## src/rtl/hazard_detect_unit_pkg.sv

```systemverilog
// Shared pipeline definitions: register address width, hazard FSM encoding, forward-select codes.
// Pure declarations, so there is no latency and no backpressure.
package hazard_detect_unit_pkg;

    localparam int DEF_REG_AW = 5;

    localparam logic [1:0] ST_IDLE       = 2'd0;
    localparam logic [1:0] ST_LOAD_STALL = 2'd1;
    localparam logic [1:0] ST_MD_WAIT    = 2'd2;

    // Operand select codes understood by the EX-stage forwarding mux
    localparam logic [1:0] FWD_REGFILE = 2'b00;
    localparam logic [1:0] FWD_WB      = 2'b01;
    localparam logic [1:0] FWD_MEM     = 2'b10;
    localparam logic [1:0] FWD_LOAD    = 2'b11;

    typedef struct packed {
        logic a;
        logic b;
    } src_pair_t;

endpackage

```

## src/rtl/hazard_detect_unit_md_busy_counter.sv

```systemverilog
// Tracks multiply/divide unit occupancy; md_busy rises the cycle after issue and lasts MD_LATENCY cycles.
// No backpressure: the issuer only issues while md_busy is low.
module md_busy_counter #(
    parameter int MD_LATENCY = 32
) (
    input  logic clk,
    input  logic rst,
    input  logic issue,
    output logic md_busy,
    output logic md_done
);

    localparam int CW = $clog2(MD_LATENCY);

    logic [CW-1:0] md_cnt;

    always_ff @(posedge clk or negedge rst) begin
        if (!rst) begin
            md_cnt  <= '0;
            md_busy <= 1'b0;
        end else begin
            if (issue) begin
                md_cnt <= CW'(MD_LATENCY - 1);
            end else if (md_cnt != '0) begin
                md_cnt <= md_cnt - CW'(1);
            end
            // Busy also covers the cycle in which the count sits at zero
            md_busy <= issue | (md_cnt != '0);
        end
    end

    assign md_done = (md_cnt == '0);

endmodule

```

## src/rtl/hazard_detect_unit.sv

```systemverilog
// ID-stage hazard control: load-use and mult/div stalls, branch flush, registered load-bypass flags.
// Stall/flush outputs are combinational in the detecting cycle; hazard flags lag by one edge.
module hazard_detect_unit
    import hazard_detect_unit_pkg::*;
#(
    parameter int REG_AW            = DEF_REG_AW,
    parameter int MD_LATENCY        = 32,
    parameter int LOAD_STALL_CYCLES = 1
) (
    input  logic              clk,
    input  logic              rst,
    input  logic              id_valid,
    input  logic [REG_AW-1:0] id_rs1,
    input  logic [REG_AW-1:0] id_rs2,
    input  logic              id_uses_rs1,
    input  logic              id_uses_rs2,
    input  logic              id_is_md,
    input  logic              id_reads_hilo,
    input  logic [REG_AW-1:0] ex_rd,
    input  logic              ex_mem_read,
    input  logic              ex_write_back,
    input  logic              branch_taken,
    output logic              stall_pc,
    output logic              stall_ifid,
    output logic              bubble_idex,
    output logic              flush_ifid,
    output logic              hazard_a_exmem,
    output logic              hazard_b_exmem,
    output logic              md_busy
);

    localparam logic [1:0] LS_INIT = 2'(LOAD_STALL_CYCLES - 1);

    logic [1:0] state, state_nxt;
    logic [1:0] ls_cnt, ls_cnt_nxt;
    src_pair_t  pend, pend_nxt;
    logic       lu_a, lu_b, lu, md_conf, md_done;
    logic       stall_raw, advance, md_issue;

    assign lu_a = id_valid & id_uses_rs1 & ex_mem_read & ex_write_back
                & (ex_rd != '0) & (ex_rd == id_rs1);
    assign lu_b = id_valid & id_uses_rs2 & ex_mem_read & ex_write_back
                & (ex_rd != '0) & (ex_rd == id_rs2);
    assign lu      = lu_a | lu_b;
    assign md_conf = id_valid & (id_is_md | id_reads_hilo) & md_busy;

    // Final load-stall cycle keeps holding if an MD conflict is waiting behind it
    always_comb begin
        stall_raw = 1'b0;
        case (state)
            ST_IDLE:       stall_raw = lu | md_conf;
            ST_LOAD_STALL: stall_raw = (ls_cnt != 2'd0) | md_conf;
            ST_MD_WAIT:    stall_raw = !md_done;
            default:       stall_raw = 1'b0;
        endcase
    end

    assign advance     = !stall_raw & !branch_taken;
    assign md_issue    = id_valid & id_is_md & !md_busy & advance;

    assign stall_pc    = rst & stall_raw & !branch_taken;
    assign stall_ifid  = stall_pc;
    assign bubble_idex = rst & (stall_raw | branch_taken);
    assign flush_ifid  = rst & branch_taken;

    always_comb begin
        state_nxt  = state;
        ls_cnt_nxt = ls_cnt;
        pend_nxt   = advance ? '0 : pend;
        if (branch_taken) begin
            state_nxt  = ST_IDLE;
            ls_cnt_nxt = 2'd0;
            pend_nxt   = '0;
        end else begin
            case (state)
                ST_IDLE: begin
                    if (lu) begin
                        state_nxt  = ST_LOAD_STALL;
                        ls_cnt_nxt = LS_INIT;
                        pend_nxt   = '{a: lu_a, b: lu_b};
                    end else if (md_conf) begin
                        state_nxt = ST_MD_WAIT;
                    end
                end
                ST_LOAD_STALL: begin
                    if (ls_cnt == 2'd0) state_nxt = ST_IDLE;
                    else                ls_cnt_nxt = ls_cnt - 2'd1;
                end
                ST_MD_WAIT: begin
                    if (md_done) state_nxt = ST_IDLE;
                end
                default: state_nxt = ST_IDLE;
            endcase
        end
    end

    always_ff @(posedge clk or negedge rst) begin
        if (!rst) begin
            state          <= ST_IDLE;
            ls_cnt         <= 2'd0;
            pend           <= '0;
            hazard_a_exmem <= 1'b0;
            hazard_b_exmem <= 1'b0;
        end else begin
            state          <= state_nxt;
            ls_cnt         <= ls_cnt_nxt;
            pend           <= pend_nxt;
            hazard_a_exmem <= pend.a & advance;
            hazard_b_exmem <= pend.b & advance;
        end
    end

    md_busy_counter #(
        .MD_LATENCY (MD_LATENCY)
    ) u_md_busy_counter (
        .clk     (clk),
        .rst     (rst),
        .issue   (md_issue),
        .md_busy (md_busy),
        .md_done (md_done)
    );

endmodule

```

## config.mk

```make
export PLATFORM = sky130hd
export DESIGN_NAME = hazard_detect_unit
export DESIGN_NICKNAME = d
export VERILOG_FILES = /design/src/rtl/hazard_detect_unit_pkg.sv /design/src/rtl/hazard_detect_unit_md_busy_counter.sv /design/src/rtl/hazard_detect_unit.sv
export SDC_FILE = /design/constraint.sdc
export NUM_CORES = 1
export LEC_CHECK = 0
export CAP_MARGIN = 5
export CORE_ASPECT_RATIO = 1.4
export CORE_MARGIN = 5
export CORE_UTILIZATION = 35
export CTS_BUF_LIST = sky130_fd_sc_hd__clkbuf_8
export DETAILED_ROUTE_END_ITERATION = 16
export GPL_ROUTABILITY_DRIVEN = 0
export PLACE_DENSITY = 0.7
export SYNTH_ARGS = -nofsm -noshare
export SYNTH_HDL_FRONTEND = slang
export SYNTH_HIERARCHICAL = 1
export SYNTH_SLANG_ARGS = --single-unit
```

## constraint.sdc

```tcl
create_clock -name clk -period 2.1 [get_ports clk]
set_input_delay 0.315 -clock clk [delete_from_list [all_inputs] [get_ports clk]]
set_output_delay 0.315 -clock clk [all_outputs]
set_load 0.03 [all_outputs]
```

# Word-level counts from Yosys, hierarchy flattened
# Cells that the tools add are included.
dict set report totals {
  register_bits 14
  latchBits 0
  ram_bits 0
  romBits 0
  in_bits 25
  out_inout_bits 7
  word_cells 78
  mem_count 0
}
dict set report op_classes {
  addsub 2
  n_mul 0
  div_mod_pow 0
  order_cmp 0
  n_eq_ne 9
  shifts 0
  n_mux 17
  bitwise 28
  n_reduce_logical 14
}
# cell n
set op_table {}
lappend op_table {{$mux W2} 12}
lappend op_table {{$and A1 B1 Y1} 22}
lappend op_table {{$ne A3 B3 Y1 const B} 4}
lappend op_table {{$eq A5 B5 Y1} 2}
lappend op_table {{$mux W5} 2}
lappend op_table {{$reduce_bool A5 Y1} 2}
lappend op_table {{$or A1 B1 Y1} 6}
lappend op_table {{$pmux W2 S3} 1}
lappend op_table {{$reduce_and A3 Y1} 2}
lappend op_table {{$logic_not A5 Y1} 1}
lappend op_table {{$sub A5 B1 Y5 const B} 1}
lappend op_table {{$logic_not A1 Y1} 4}
lappend op_table {{$logic_not A2 Y1} 2}
lappend op_table {{$ne A4 B4 Y1 const B} 1}
lappend op_table {{$pmux W2 S2} 1}
lappend op_table {{$reduce_bool A2 Y1} 2}
lappend op_table {{$pmux W1 S3} 1}
lappend op_table {{$reduce_bool A3 Y1} 1}
lappend op_table {{$eq A2 B1 Y1 const B} 1}
lappend op_table {{$eq A2 B2 Y1 const B} 1}
lappend op_table {{$sub A2 B1 Y2 const B} 1}

# Depth between registers and ports, before layout
dict set report logic_depth {
  word_depth 14
  ltp_mapped 9
  depth_no_buf 9
}

# By module
# The synthesis kept the hierarchy.
# mod instances cells_each area_per_inst_um2 seq_area_each_um2
set by_module_without_submodules {}
lappend by_module_without_submodules {hazard_detect_unit 1 70 634.4 200.2}
lappend by_module_without_submodules {md_busy_counter 1 25 289.0 150.1}

# Worst setup path before layout
# No wires, ideal clock.
dict set report synth_timing {
  path_kind {register -> output}
  from {reg u_md_busy_counter.md_cnt[0]}
  to {out stall_pc}
  t_arrival_ns 2.349
  t_required_ns 1.785
  setup_slack_ns -0.564
  path_stages_with_launch 9
  path_buffers 1
  path_cell_list {dfrtp_1 > inv_1 > ha_1 > nor4b_4 > nor3b_1 > o21bai_1 > nor2b_1 > nor3b_1 > buf_4}
}
dict set report synth_between {
  elab_chain_cells 5
}
# item line
set synth_rtl {}
lappend synth_rtl {{from (decl)} hazard_detect_unit_md_busy_counter.sv:15} ;# logic [CW-1:0] md_cnt;
lappend synth_rtl {{from (signal assigned)} hazard_detect_unit_md_busy_counter.sv:23} ;# md_cnt <= CW'(MD_LATENCY - 1);
lappend synth_rtl {{from (signal assigned)} hazard_detect_unit_md_busy_counter.sv:25} ;# md_cnt <= md_cnt - CW'(1);
lappend synth_rtl {{$logic_not A5 Y1} hazard_detect_unit_md_busy_counter.sv:32} ;# assign md_done = (md_cnt == '0);
lappend synth_rtl {{net md_done} hazard_detect_unit.sv:37} ;# logic lu_a, lu_b, lu, md_conf, md_done;
lappend synth_rtl {{$logic_not A1 Y1} hazard_detect_unit.sv:53} ;# ST_MD_WAIT: stall_raw = !md_done;
lappend synth_rtl {{$pmux W1 S3} hazard_detect_unit.sv:50} ;# case (state)
lappend synth_rtl {{$and A1 B1 Y1 (2 in a row)} hazard_detect_unit.sv:61} ;# assign stall_pc = rst & stall_raw & !branch_taken;
lappend synth_rtl {{to (decl)} hazard_detect_unit.sv:23} ;# output logic stall_pc,
# The timed path passes the listed nets, and every way through them passes these cells.

# Final worst setup path
dict set report layout_timing {
  from {reg u_md_busy_counter.md_cnt[0]}
  to {out bubble_idex}
}
dict set report layout_between {
  elab_chain_cells 5
}
# item line
set layout_rtl {}
lappend layout_rtl {{$logic_not A5 Y1} hazard_detect_unit_md_busy_counter.sv:32}
lappend layout_rtl {{net md_done} hazard_detect_unit.sv:37}
lappend layout_rtl {{$logic_not A1 Y1} hazard_detect_unit.sv:53}
lappend layout_rtl {{$pmux W1 S3} hazard_detect_unit.sv:50}
lappend layout_rtl {{$or A1 B1 Y1} hazard_detect_unit.sv:63} ;# assign bubble_idex = rst & (stall_raw | branch_taken);
lappend layout_rtl {{$and A1 B1 Y1} hazard_detect_unit.sv:63}
lappend layout_rtl {{to (decl)} hazard_detect_unit.sv:25} ;# output logic bubble_idex,
# The timed path passes the listed nets, and every way through them passes these cells.

==> run metrics <==
outcome=complete, but fails checks; failing checks=negative setup slack; Initial DRC Count=19; vias in the first global route=~1.0k; Hold Path Class=input port to asynchronous set/reset pin; PD cells=854 nW/µm²; Starting Density=0.357; clk_skew=about 0.0021 ns; kind of critical path=flip-flop to output port; Worst-Skew Late Latency=approximately 0.24 ns; cell family with most CP delay=simple AND/OR/NAND/NOR gates; Area Overhead vs Synth=76.0%; share of layout cells above drive strength 1=0.381; Via Count=about 960; capturing point of the worst reg2reg path=u_md_busy_counter/md_cnt[1]; cell at the slowest stage of the critical path=dfrtp_1; DRC errors left=0; # fillers=between 200 and 250; CTS tree=built; Seq pwr share=0.286; #FFs+latches synth=14; worst-margin pin slew=0.305 ns; post-synthesis sequential area ratio=0.379; Startpoint Class=flip-flop; Net Sw Power=about 0.00046 W; Worst Setup EP=bubble_idex; Reg2Reg Setup Slack=around 0.11 ns; crit path buf inv count=2; row cnt=22; Static Leak=~0.82 nW; critical path, cell by cell=inv_2 -> ha_4 -> nor4b_4 -> nor3b_2 -> o21bai_4 -> nor3b_4 -> nor2b_1 -> buf_4; Max-Slew Margin vs Limit=0.796; largest net degree at the start of global routing=11; Max-cap violations=0; DPL Wire Length=2050 µm; Routed WL=approximately 2700 µm; Max FO, Critical Path=4; endpoints failing hold=0; clk sinks=14; buffers added on ports=31; CP Capture Type=output port; Finished Cell Area=between 1500 and 2000 µm²; RSZ-0062 raised after global routing=yes; Root Buffer=clkbuf_8; Antenna Violating Nets Remaining=0; DP Area=about 1500 µm²; clock power share=0.188; Syn Inst Count=95; syn_area_per_cell=9.72 µm²; Seq. cell area=~350 µm²; Pint=around 0.00093 W; commonest non-fill, non-tap cell in the layout=buf_4; setup_tns=-0.122 ns; DIE HEIGHT=70.8 µm; fin crit share=1.03; global-route wire length before repair=around 4400 µm; grt total ovfl=0; total power=roughly 0.0014 W; Reg2Reg Depth=9; antenna violations before repair=0; area of the multi-input gates=~600 µm²; launch point of the worst path=u_md_busy_counter/md_cnt[0]; Final Util=0.628; Critical Path RT=~1.8 ns; maximum VDD drop=587 µV; Avg WL per Cell=about 14 µm; Yosys cell types=33; Max Clk Rate=around 0.46 GHz; vias per cell=approximately 4.9; Cell Area, Synth=923 µm²; RR Startpoint=u_md_busy_counter/md_cnt[0]; core region area=around 2600 µm²; CP Depth=8; First-pass DRT Iterations=4; min Tclk post-route=2.17 ns; most frequent cells in the layout=buf_4, dfrtp_1, clkdlybuf4s50_1; Die Area=about 3800 µm²; die width=53.4 µm; Nets=188; final worst slack=-0.0662 ns; Pins Over Slew Limit=0; I/O Pins=32; syn_nets=122; slowest stage delay, CP=roughly 0.4 ns; cts bufs inserted=3; clock transition at the registers of the reported paths=about 0.060 ns; endpoints failing setup=3; switch share=0.331; Comb pwr share=0.525; CTS Buffer Depth=2; antenna cells=0; crit path DAT=between 1.5 and 2 ns; Total GRT Usage=0.154; Yosys warnings=6; CTS H-tree depth=1
-- layer usage --
metal  global-route usage  wire (µm)
met1                0.152        942
met4               0.0824         68
met2                0.286       1540
met5                    0          0
met3               0.0274        164
-- worst min-delay path by stage --
stage | startpoint | end | slack [ns] | cells after the start
5_1_grt | rst | pend[0] | 0.50 | 2
2_1_floorplan | rst | hazard_a_exmem | 0.02 | 0
6_report | rst | pend[0] | 0.48 | 2
4_1_cts | rst | pend[0] | 0.49 | 2
3_5_place_dp | pend[1] | hazard_a_exmem | 0.50 | 1
3_3_place_gp | pend[0] | hazard_b_exmem | 0.50 | 1
-- logic make-up after synthesis --
group,after synthesis,synth area share
adder cells (fa/ha/maj),2,0.0271
AO/OA/AOI/OAI,20,0.145
XOR/XNOR,11,0.104
AND/OR/NAND/NOR,40,0.299
flip-flops,14,0.379
buffers and inverters,8,0.0447
-- through the flow --
| stage | hold WS [ns] | worst slack, ns | cells |
|---|---|---|---|
| final | 0.478 | -0.0662 | 196 |
| after floorplan | 0.0194 | 0.0315 | 95 |
| after CTS | 0.487 | -0.116 | 191 |
| after global placement | 0.496 | -0.825 | 184 |
| after global routing | 0.500 | -0.219 | 196 |
| after detailed placement | 0.502 | -0.850 | 184 |
-- sequential cells by signal (all words and copies together) (netlist names) --
register,flops
ls_cnt,2
pend,2
hazard_b_exmem,1
u_md_busy_counter/md_cnt,5
u_md_busy_counter/md_busy,1
hazard_a_exmem,1
state,2
-- final cells by class --
cell class,count,share of cell area
clock buffer,4,0.0339
timing repair buffer,63,0.341
inverter,6,0.0139
tap,36,0.0277
sequential,14,0.216
multi-input combinational,73,0.368
-- what timing repair did --
item                       CTS  global route
pin swaps                    6             8
hold buffers                 0             0
gates resized for setup     39            16
setup endpoints to repair    9             9
setup buffers                3             5
-- power groups by stage --
stage / combinational, W / clock, W / sequential (W)
6_report: 0.000729 / 0.000261 / 0.000397
5_1_grt: 0.000809 / 0.000280 / 0.000404
4_1_cts: 0.000652 / 0.000268 / 0.000393
3_5_place_dp: 0.000613 / 0 / 0.000395
3_3_place_gp: 0.000583 / 0 / 0.000390
2_1_floorplan: 0.000317 / 0 / 0.000413
-- cells in the mapped netlist --
library cell | instances | area, µm²
nor4b_4 | 1 | 23.8
and2_1 | 1 | 6.26
dfrtp_1 | 14 | 350
o2bb2ai_1 | 1 | 8.76
nor3b_1 | 3 | 22.5
nand3b_1 | 1 | 7.51
xnor2_1 | 11 | 96.3
a21o_1 | 1 | 7.51
a21oi_1 | 9 | 45.0
o211a_1 | 1 | 10.0
o21a_1 | 1 | 7.51
o311a_1 | 1 | 10.0
o31ai_1 | 1 | 7.51
and2_2 | 2 | 15.0
or2b_1 | 1 | 7.51
nand3_1 | 4 | 20.0
nand4_1 | 2 | 12.5
nor3b_4 | 2 | 37.5
nand2_1 | 2 | 7.51
ha_1 | 2 | 25.0
o21ai_2 | 1 | 8.76
or3_1 | 4 | 25.0
nor2b_1 | 3 | 18.8
nor3_1 | 3 | 15.0
o21ai_0 | 1 | 5.00
buf_6 | 1 | 11.3
a211o_1 | 1 | 8.76
buf_4 | 1 | 7.51
nor2_1 | 6 | 22.5
nand2b_1 | 4 | 25.0
o21bai_1 | 2 | 15.0
and4b_1 | 1 | 10.0
inv_1 | 6 | 22.5
Power figures use the tool's default switching activity.
